## src/rtl/fetch_controller_if.sv

```systemverilog
// Handshake and memory bus between the fetch controller, instruction memory and the IF/ID stage.
interface fetch_controller_if #(
    parameter int CNT_W = 16
);
    logic [31:0]      imem_address;
    logic [31:0]      imem_instruction;
    logic             redirect_valid;
    logic [31:0]      redirect_target;
    logic             out_ready;
    logic             out_valid;
    logic [31:0]      out_instruction;
    logic [31:0]      out_pc;
    logic [31:0]      out_pc_plus4;
    logic             halted;
    logic             fault;
    logic [CNT_W-1:0] fetch_count;

    modport master (
        output imem_address,
        input  imem_instruction,
        input  redirect_valid,
        input  redirect_target,
        input  out_ready,
        output out_valid,
        output out_instruction,
        output out_pc,
        output out_pc_plus4,
        output halted,
        output fault,
        output fetch_count
    );

    modport slave (
        input  imem_address,
        output imem_instruction,
        output redirect_valid,
        output redirect_target,
        output out_ready,
        input  out_valid,
        input  out_instruction,
        input  out_pc,
        input  out_pc_plus4,
        input  halted,
        input  fault,
        input  fetch_count
    );
endinterface

```

## src/rtl/fetch_controller.sv

```systemverilog
// Owns the PC, addresses instruction memory and registers each fetched word into a valid/ready stage,
// handling decode stalls, redirects with flush, end-of-program halt and misaligned-target fault.
module fetch_controller #(
    parameter logic [31:0] RESET_PC  = 32'h0000_0000,
    parameter int          MEM_WORDS = 103,
    parameter int          CNT_W     = 16
) (
    input logic             clk,
    input logic             rst,
    fetch_controller_if.master bus
);
    localparam logic [31:0] START_PC = {RESET_PC[31:2], 2'b00};
    localparam logic [29:0] END_WORD = 30'(MEM_WORDS);

    typedef enum logic [1:0] {
        IDLE,
        FETCH,
        HALT,
        FAULT
    } state_t;

    state_t           state;
    logic [31:0]      pc;
    logic             valid;
    logic [31:0]      instr;
    logic [31:0]      opc;
    logic [31:0]      opc_plus4;
    logic             halted;
    logic             fault;
    logic [CNT_W-1:0] count;

    logic slot_free;
    logic target_aligned;
    logic target_in_range;
    logic pc_past_end;

    assign slot_free       = !valid || bus.out_ready;
    assign target_aligned  = (bus.redirect_target[1:0] == 2'b00);
    assign target_in_range = (bus.redirect_target[31:2] < END_WORD);
    assign pc_past_end     = (pc[31:2] >= END_WORD);

    always_ff @(posedge clk) begin
        if (rst) begin
            state     <= IDLE;
            pc        <= START_PC;
            valid     <= 1'b0;
            instr     <= 32'h0;
            opc       <= 32'h0;
            opc_plus4 <= 32'h4;
            halted    <= 1'b0;
            fault     <= 1'b0;
            count     <= '0;
        end else begin
            // A handshake counts even when a redirect flushes the slot in the same cycle.
            if (valid && bus.out_ready && (count != '1)) begin
                count <= count + CNT_W'(1);
            end

            case (state)
                IDLE: begin
                    state <= FETCH;
                end

                FETCH: begin
                    if (bus.redirect_valid) begin
                        valid <= 1'b0;
                        if (!target_aligned) begin
                            state <= FAULT;
                            fault <= 1'b1;
                        end else begin
                            pc <= bus.redirect_target;
                        end
                    end else if (slot_free) begin
                        if (pc_past_end) begin
                            state  <= HALT;
                            halted <= 1'b1;
                            valid  <= 1'b0;
                        end else begin
                            instr     <= bus.imem_instruction;
                            opc       <= pc;
                            opc_plus4 <= pc + 32'd4;
                            valid     <= 1'b1;
                            pc        <= pc + 32'd4;
                        end
                    end
                end

                // Only a redirect back into the program can restart fetching.
                HALT: begin
                    if (bus.redirect_valid) begin
                        if (!target_aligned) begin
                            state  <= FAULT;
                            fault  <= 1'b1;
                            halted <= 1'b0;
                        end else if (target_in_range) begin
                            state  <= FETCH;
                            halted <= 1'b0;
                            pc     <= bus.redirect_target;
                        end
                    end
                end

                FAULT: begin
                end

                default: begin
                    state <= IDLE;
                end
            endcase
        end
    end

    assign bus.imem_address    = pc;
    assign bus.out_valid       = valid;
    assign bus.out_instruction = instr;
    assign bus.out_pc          = opc;
    assign bus.out_pc_plus4    = opc_plus4;
    assign bus.halted          = halted;
    assign bus.fault           = fault;
    assign bus.fetch_count     = count;
endmodule

```

## src/flat_wrapper.sv

```systemverilog
// flat-port wrapper written by rule: the top's interface ports become plain ports
module fetch_controller_flat 
#(
    parameter logic [31:0] RESET_PC  = 32'h0000_0000,
    parameter int          MEM_WORDS = 103,
    parameter int          CNT_W     = 16
)
  (clk, rst, bus_imem_address, bus_imem_instruction, bus_redirect_valid, bus_redirect_target, bus_out_ready, bus_out_valid, bus_out_instruction, bus_out_pc, bus_out_pc_plus4, bus_halted, bus_fault, bus_fetch_count);
  fetch_controller_if #(.CNT_W(CNT_W)) bus_i ();
  input logic clk;
  input logic rst;
  output wire logic [$bits(bus_i.imem_address)-1:0] bus_imem_address;
  input wire logic [$bits(bus_i.imem_instruction)-1:0] bus_imem_instruction;
  input wire logic [$bits(bus_i.redirect_valid)-1:0] bus_redirect_valid;
  input wire logic [$bits(bus_i.redirect_target)-1:0] bus_redirect_target;
  input wire logic [$bits(bus_i.out_ready)-1:0] bus_out_ready;
  output wire logic [$bits(bus_i.out_valid)-1:0] bus_out_valid;
  output wire logic [$bits(bus_i.out_instruction)-1:0] bus_out_instruction;
  output wire logic [$bits(bus_i.out_pc)-1:0] bus_out_pc;
  output wire logic [$bits(bus_i.out_pc_plus4)-1:0] bus_out_pc_plus4;
  output wire logic [$bits(bus_i.halted)-1:0] bus_halted;
  output wire logic [$bits(bus_i.fault)-1:0] bus_fault;
  output wire logic [$bits(bus_i.fetch_count)-1:0] bus_fetch_count;
  assign bus_imem_address = bus_i.imem_address;
  assign bus_i.imem_instruction = bus_imem_instruction;
  assign bus_i.redirect_valid = bus_redirect_valid;
  assign bus_i.redirect_target = bus_redirect_target;
  assign bus_i.out_ready = bus_out_ready;
  assign bus_out_valid = bus_i.out_valid;
  assign bus_out_instruction = bus_i.out_instruction;
  assign bus_out_pc = bus_i.out_pc;
  assign bus_out_pc_plus4 = bus_i.out_pc_plus4;
  assign bus_halted = bus_i.halted;
  assign bus_fault = bus_i.fault;
  assign bus_fetch_count = bus_i.fetch_count;
  fetch_controller #(.RESET_PC(RESET_PC), .MEM_WORDS(MEM_WORDS), .CNT_W(CNT_W)) u_core (.clk(clk), .rst(rst), .bus(bus_i));
endmodule
```

## config.mk

```make
export PLATFORM = sky130hd
export DESIGN_NAME = fetch_controller_flat
export DESIGN_NICKNAME = d
export VERILOG_FILES = /design/src/rtl/fetch_controller_if.sv /design/src/rtl/fetch_controller.sv /design/src/flat_wrapper.sv
export SDC_FILE = /design/constraint.sdc
export NUM_CORES = 1
export LEC_CHECK = 0
export ABC_AREA = 1
export BUFFER_PORTS_ARGS = -buffer_cell sky130_fd_sc_hd__buf_2
export CORE_ASPECT_RATIO = 1.4
export CORE_MARGIN = 2
export CORE_UTILIZATION = 25
export DETAILED_ROUTE_END_ITERATION = 10
export SETUP_SLACK_MARGIN = 0.5
export SLEW_MARGIN = 20
export SYNTH_ARGS = -nofsm -noshare
export SYNTH_HDL_FRONTEND = slang
export SYNTH_SLANG_ARGS = --single-unit
```

## constraint.sdc

```tcl
create_clock -name clk -period 2.2 [get_ports clk]
set_input_delay 0.22 -clock clk [delete_from_list [all_inputs] [get_ports clk]]
set_output_delay 0.22 -clock clk [all_outputs]
set_load 0.005 [all_outputs]
```

# Yosys cells after proc, flatten, opt, wreduce, memory -nomap -nowiden
# Cells that the tools add are included.
# op_classes
add_sub_neg	2
order_cmp	2
n_eq_ne	15
mux	26
bitwise	3
reduce_logical	16
# ops
operator	n
$mux 32	7
$pmux 32 s2	1
$add 32x3->32 const B	1
$ge 30x7->1 const B	1
$lt 30x7->1 const B	1
$add 16x1->16 const B	1
$ne 16x16->1 const B	1
$mux 2	7
$reduce_and 6->1	2
$mux 1	9
$ne 3x2->1 const B	3
$ne 3x3->1 const B	3
$ne 2x1->1 const B	4
$reduce_and 7->1	1
$pmux 2 s3	1
$logic_not 2->1	2
$ne 2x2->1 const B	2
$reduce_and 4->1	1
$reduce_bool 2->1	2
$not 1->1	3
$reduce_and 3->1	1
$reduce_bool 3->1	1
$eq 2x1->1 const B	1
$eq 2x2->1 const B	1
6 further kinds	7
# totals
reg_bits	149
inputBits	68
output_inout_bits	147
wordCells	73

# Depth between registers and ports, before layout
# Gate-level depths: netlist (run 1).
# logic_depth
ltp_word	5
mapped_depth	14
mapped_depth_nobuf	13

# Worst setup path after synthesis (run 1)
# OpenSTA, ideal clock, no wires.
# synth_timing
path_type	register to register
startpoint	reg u_core.state[1]
endpoint	reg u_core.pc[14] (netlist: u_core.bus.imem_address[14])
setup_ps	116
arrival_time_ps	1675
required_ps	2084
path_slack_ps	409
path_stages_with_launch	15
n_path_buf	2
period_less_slack_ps	1791
cell_sequence	dfxtp_1 -> inv_1 -> ha_1 -> inv_1 -> nor2_4 -> nand2_1 -> o21ai_1 -> a21oi_2 -> nand2_4 -> nor2_4 -> buf_8 -> inv_8 -> buf_12 -> nor2_2 -> nor2_1
# synth_via
elab_chain_len	3
word_cells_on_any_way	11
classes_between	eq/ne: 8; mux: 1; reduce/logical: 2
# synth_lines
element	line	rtl
start, declared	fetch_controller.sv:22	state_t state;
start signal, assigned	fetch_controller.sv:44	state <= IDLE;
start signal, assigned	fetch_controller.sv:61	state <= FETCH;
start signal, assigned	fetch_controller.sv:68	state <= FAULT;
$eq 2x1->1 / $eq 2x2->1 (equally long branches)	fetch_controller.sv:59	case (state)
$ne 3x2->1 (no line), or another cell as far along	--	
$reduce_and 7->1 (no line)	--	
end signal, assigned	fetch_controller.sv:71	pc <= bus.redirect_target;
end signal, assigned	fetch_controller.sv:83	pc <= pc + 32'd4;
end signal, assigned	fetch_controller.sv:98	pc <= bus.redirect_target;
end, declared	fetch_controller.sv:23	logic [31:0] pc;
# Parallel ways exist; a longest one is shown, timed or not.
# A chain may end at the register's enable or synchronous reset.

# Final worst setup path (run 1)
# layout_timing
startpoint	reg u_core.pc[27] (netlist: u_core.bus.imem_address[27])
endpoint	reg u_core.pc[30] (netlist: u_core.bus.imem_address[30])
# layout_via
elab_chain_len	5
word_cells_on_any_way	8
classes_between	add/sub: 1; order compare: 1; eq/ne: 1; mux: 4; reduce/logical: 1
# layout_lines
element	line	rtl
$add 32x3->32	fetch_controller.sv:83	
$mux 32	fetch_controller.sv:74	if (pc_past_end) begin
$mux 32	fetch_controller.sv:73	end else if (slot_free) begin
$mux 32	fetch_controller.sv:65	if (bus.redirect_valid) begin
$pmux 32 s2	fetch_controller.sv:59	
# Parallel ways exist; a longest one is shown, timed or not. The select of a mux whose other input is x is not followed.

==> flow_summary.json, run 1 <==
{
  "status": "complete, no violations",
  "via_per_inst": 4.63,
  "yosysTopAreaCell": "dfxtp_1",
  "wl_per_cell_um": 16.3,
  "syn_nets": 1043,
  "ios": 215,
  "placed_cells": 1494,
  "num_vias": 7359,
  "overflow": 0,
  "tritoncts": "built",
  "hold_class": "in2reg",
  "required_ps": 2530,
  "cts_inserted_buffers": 17,
  "yosysUniqueCellTypes": 37,
  "die_y_um": 198,
  "ys_seq_area_share_pct": 43.7,
  "worst_pin_slew_ps": 509,
  "ys.flop_type": "dfxtp_1",
  "arrival_ps": 2160,
  "gr-usage-all-layers_pct": 17.3,
  "setup_viol": 0,
  "pwr-share-clk_pct": 26.9,
  "netlist_area_um2": 6740,
  "period_share_pct": 83.5,
  "nNetsFinal": 1322,
  "synth_top_area_share_pct": 43.7,
  "ctsLongestPathBuffers": 2,
  "antenna_found_initial": 1,
  "area_growth_pct": 53.8,
  "yosys_warnings": 0,
  "gp_congestion": 0.925,
  "seqPwrFrac_pct": 29.9,
  "wirelength_um": 25900,
  "ys_ff_latch": 147,
  "dr.pass1.iters": 5,
  "final_cells": 1591,
  "crit_type": "reg2reg",
  "max-slew-margin-rel_pct": 66.0,
  "switching_share_pct": 37.6,
  "drc_errors": 0,
  "grt_max_degree": 123,
  "dp_hpwl_um": 17200,
  "htree_levels": 4,
  "first_iter_violations": 408,
  "portBuffers": 214,
  "avgSynthCellArea_um2": 6.95,
  "initial_core_util_pct": 25.3,
  "hold_viol_final": 0,
  "dieArea_um2": 28300,
  "max_freq_mhz": 545,
  "peakVddDrop_uv": 709,
  "tns_ps": 0,
  "maxCapViolCount": 0,
  "clkSinkCount": 147,
  "critPathMaxFanout": 5,
  "ant_nets": 0,
  "end_kind": "register",
  "synth_area_leaders": "dfxtp_1 44%, nor2_1 12%, nand2_1 12%",
  "p_per_area_nw_per_um2": 1090,
  "fin_worst_skew_ps": 15.9,
  "root_buffer": "clkbuf_16",
  "clk_pin_slew_ps": 70,
  "grt_pass1_vias": 7037,
  "fillers": 2728,
  "clk_latency_ps": 440,
  "fp-row-count": 71,
  "drive_gt1_share_pct": 38.0,
  "p_int_mw": 7.05,
  "critPathLaunchType": "register",
  "period_needed_ps": 1840,
  "grt_pass1_wl_um": 37500,
  "p_leak_nw": 4.93,
  "synth_cells": 970,
  "p_sw_mw": 4.24,
  "synth_edf_count": 0,
  "postSynth.asyncResetShare_pct": 0,
  "core_um2": 26700,
  "die_x_um": 143,
  "maxSlewViolCount": 0,
  "combPwrFrac_pct": 43.3,
  "rsz0062_at_grt": "true"
}
layout by cell type (no fill, tap or decap), drive strengths merged:
cell	Yosys	final
nand3	34	34
nor3	12	12
nand2	218	218
dlygate4sd3	0	13
inv	69	72
clkinvlp	0	3
and3	46	46
buf	18	282
mux2i	2	2
clkinv	0	5
dfxtp	147	147
nor3b	4	4
a31oi	3	3
nand4	8	8
o21ai	89	89
clkbuf	27	28
nand3b	3	3
a21oi	29	29
nor2	236	236
bufinv	0	3
a22oi	1	1
ha	5	5
o211a	1	1
xor2	14	14
diode	0	1
nor4	1	1
xnor2	3	3
metal layers:
layer | global-route usage, % | wire length [um] | vias to the layer above
met3 | 4.43 | 1560 | 70
met4 | 10.8 | 1290 | 0
met2 | 29.5 | 12900 | 279
met5 | 0 | 0 | -
li1 | - | - | 3656
met1 | 19.0 | 10100 | 3354
cells by family (layout without fill, tap and decap cells):
group | after synthesis | count (layout) | synth area share [%]
AOI/OAI and AO/OA | 123 | 123 | 9.42
xor gates and xnor gates | 17 | 17 | 2.21
adders and majority gates | 5 | 5 | 0.929
buffers and inverters | 114 | 406 | 7.54
DFF | 147 | 147 | 43.7
muxes | 2 | 2 | 0.297
other | 0 | 1 | 0
and+or+nand+nor | 562 | 562 | 35.9
stage by stage:
step	hold slack [ps]	total power [mW]	util, %	setup WS, ps	cell area, um2
global placement	438	6.42	30.9	275	8240
finish	28.9	11.3	38.9	364	10400
floorplan	289	5.37	-	502	6740
CTS	1.78	10.9	35.9	433	9570
detailed placement	450	6.45	30.9	280	8240
global route	28.1	11.9	38.9	288	10400
cells in the mapped netlist, types with 12 or more instances:
master	instances
inv_1	59
and3_1	46
nor2_1	219
clkbuf_1	24
nand2_1	214
o21ai_0	77
xor2_1	14
nor2_2	13
a21oi_1	27
nor3_1	12
dfxtp_1	147
nand3_1	33
o21ai_1	12
timing repair:
item / CTS / global route
cloned: 6 / 12
hold buffers: 13 / 0
setup buffers: 22 / 11
setup endpoints to repair: 79 / 142
pin swaps: 17 / 34
resized for setup: 86 / 164
hold endpoints to repair: 13 / 0
layout make-up:
class,count,area (um2),share of cell area (%)
repair inverters,1,20.0,0.193
flip-flops and latches,147,3010,29.0
inverters,69,304,2.93
well taps,328,410,3.96
clock inverters,13,174,1.68
multi-input cells,709,3770,36.4
repair buffers,304,2240,21.6
diodes,1,2.50,0.0242
clock buffers,19,433,4.18
sequential cells by signal, summed over array words and instances (netlist names):
register and count:
u_core.bus.imem_address 32, u_core.bus.out_instruction 32, u_core.bus.out_pc_plus4 32, u_core.bus.out_pc 30
u_core.bus.fetch_count 16, u_core.state 2, u_core.bus.fault 1, u_core.bus.halted 1
u_core.bus.out_valid 1
worst max-delay path: stages, from the launching register on:
cell and delay (ps):
dfxtp_4 360, inv_4 50, nand2_1 40, nor2_1 90, nand2_1 120, nor2_2 140
nand2_2 90, nand2_2 90, nand2_4 60, nor2_4 120, buf_6 130, buf_12 100
buf_16 120, nand2_4 40, nor2_2 100, nor2_1 50
path summary, 6_finish.rpt:
path / slack, ps / from / cells past startpoint / endpoint
setup / recovery: 360 / u_core.bus.imem_address[27] / 15 / u_core.bus.imem_address[30]
hold / removal: 30 / bus_imem_instruction[10] / 3 / u_core.bus.out_instruction[10]
setup reg to reg: 360 / u_core.bus.imem_address[27] / 15 / u_core.bus.imem_address[30]
hold reg to reg: 460 / u_core.bus.out_pc_plus4[6] / 2 / u_core.bus.out_pc_plus4[6]
power by group through the flow:
stage / Clock, mW / Sequential (mW) / Combinational [mW]
5_1_grt: 3.22 / 3.41 / 5.29
6_report: 3.03 / 3.37 / 4.89
2_1_floorplan: 0 / 3.37 / 2.00
4_1_cts: 3.11 / 3.34 / 4.41
3_5_place_dp: 0 / 3.38 / 3.07
3_3_place_gp: 0 / 3.37 / 3.06
Note: power is estimated with default switching activity, not from simulation.
==> run 2: changes to the inputs <==
Clock period 2.2 ns to 1.7 ns, I/O delays scaled along.
==> flow_summary.json, run 2 (synthesis results as in run 1) <==
{
  "dp_hpwl_um": 17500,
  "dieArea_um2": 28300,
  "overflow": 0,
  "top_layer": "met4",
  "die_y_um": 198,
  "postPlaceCellArea_um2": 8950,
  "period_share_pct": 105,
  "ctsLongestPathBuffers": 2,
  "violations": "setup timing",
  "max_freq_mhz": 563,
  "cts_inserted_buffers": 17,
  "final_cells": 1694,
  "drc_errors": 0,
  "period_needed_ps": 1780,
  "peakVddDrop_uv": 783,
  "fin_worst_skew_ps": 14.3,
  "core_um2": 26700,
  "drt-met1-wl_um": 10700,
  "crit_chain": "inv_2 > ha_4 > inv_4 > nor2_4 > nand2_1 > o21ai_2 > a21oi_4 > nand2_4 > nor2_4 > buf_12 > buf_12 > inv_16 > nor2_4 > nor2_1",
  "total_power_mw": 15.2,
  "clk_pin_slew_ps": 80,
  "grt_pass1_vias": 7297,
  "wl_met2_um": 13900,
  "fillers": 2614,
  "antenna_cells": 0,
  "final_common_cell": "buf_2",
  "fin_ws_ps": -77.0,
  "via_per_inst": 4.60,
  "dr.pass1.iters": 5,
  "num_vias": 7799,
  "maxCapViolCount": 0,
  "wirelength_um": 26900,
  "area_growth_pct": 73.6,
  "finalCoreUtilization_pct": 43.9,
  "worst_pin_slew_ps": 437,
  "tritoncts": "built",
  "ant_nets": 0,
  "critPathLaunchType": "register",
  "tns_ps": -1160,
  "slowest_delay_ps": 360,
  "rsz0062_at_grt": "true",
  "crit_path_top_delay_cell": "dfxtp_2",
  "nNetsFinal": 1426,
  "post-place-ws_ps": -132,
  "fin_area_um2": 11700,
  "initial_core_util_pct": 25.3,
  "wl_per_cell_um": 15.9,
  "root_buffer": "clkbuf_16",
  "critPathTopFamily": "buffers and inverters",
  "setup_viol": 39,
  "fin_hold_ws_ps": 71.4,
  "final_cell_mix": "203 x buf_2, 184 x nand2_1, 161 x nor2_1",
  "cpMostUsedCell": "nor2_4",
  "p_leak_nw": 5.56,
  "wl_met3_um": 1130,
  "portBuffers": 214,
  "rrSetupSlack_ps": -80,
  "clk_latency_ps": 430,
  "die_x_um": 143,
  "p_per_area_nw_per_um2": 1300,
  "antenna_found_initial": 0,
  "drive_gt1_share_pct": 47.7,
  "maxSlewViolCount": 0,
  "grt_max_degree": 92,
  "arrival_ps": 2100,
  "gr-usage-all-layers_pct": 17.1,
  "required_ps": 2020,
  "hold_viol_final": 0,
  "status": "finished with violations",
  "placed_cells": 1571,
  "first_iter_violations": 473,
  "critPathBufInv": 5,
  "fp-row-count": 71,
  "end_kind": "register",
  "ios": 215,
  "max-slew-margin-rel_pct": 70.9,
  "htree_levels": 4,
  "grt_pass1_wl_um": 37800,
  "gp_congestion": 0.940,
  "critPathMaxFanout": 16,
  "clkSinkCount": 147,
  "crit_type": "reg2reg",
  "hold_class": "in2reg"
}
## run 2: cell count changes in the layout (fill, tap and decap cells not counted), sizes merged, moves of 3 or more
cell         delta
dlygate4sd3    +19
clkinv          +3
clkbuf          -4
buf            +88
## run 2: what timing repair did
| item | 4_1_cts | 5_1_grt |
|---|---|---|
| hold endpoints to repair | 32 | 0 |
| hold buffers | 32 | 0 |
| endpoints found under the setup margin | 172 | 180 |
| gates cloned | 4 | 13 |
| buffers inserted | 19 | 23 |
| pin swaps | 20 | 51 |
| resized for setup | 114 | 228 |
## run 2: layout make-up
class | instances | area (um2) | area share, %
clock inverter | 15 | 166 | 1.42
tap | 328 | 410 | 3.51
inverter | 69 | 297 | 2.53
timing repair buffer | 409 | 3300 | 28.2
sequential | 147 | 3020 | 25.8
multi-input combinational | 709 | 4080 | 34.9
clock buffer | 17 | 425 | 3.64
## run 2: layer usage
layer	vias up	GRT usage, %
li1	3881	-
met1	3614	19.8
met2	247	29.9
met3	57	3.22
met4	0	9.13
met5	-	0
## run 2: final timing paths
path,start,to,cells past startpoint
worst min register to register,u_core.bus.out_pc_plus4[6],u_core.bus.out_pc_plus4[6],2
worst max register to register,u_core.state[1],u_core.bus.imem_address[23],14
worst min-delay path,bus_redirect_target[30],u_core.bus.imem_address[30],5
worst max-delay path,u_core.state[1],u_core.bus.imem_address[23],14
## run 2: tightest hold or removal path, cell delays in order
cell and delay, ps:
buf_2 90, nand2_1 60, nand2_2 50, nor2_1 30, nor2_1 70
## run 2: power breakdown
part           internal (mW)  switching (mW)  total [mW]
clock network           2.09            1.72        3.81
registers               3.95           0.367        4.32
logic                   3.46            3.60        7.05
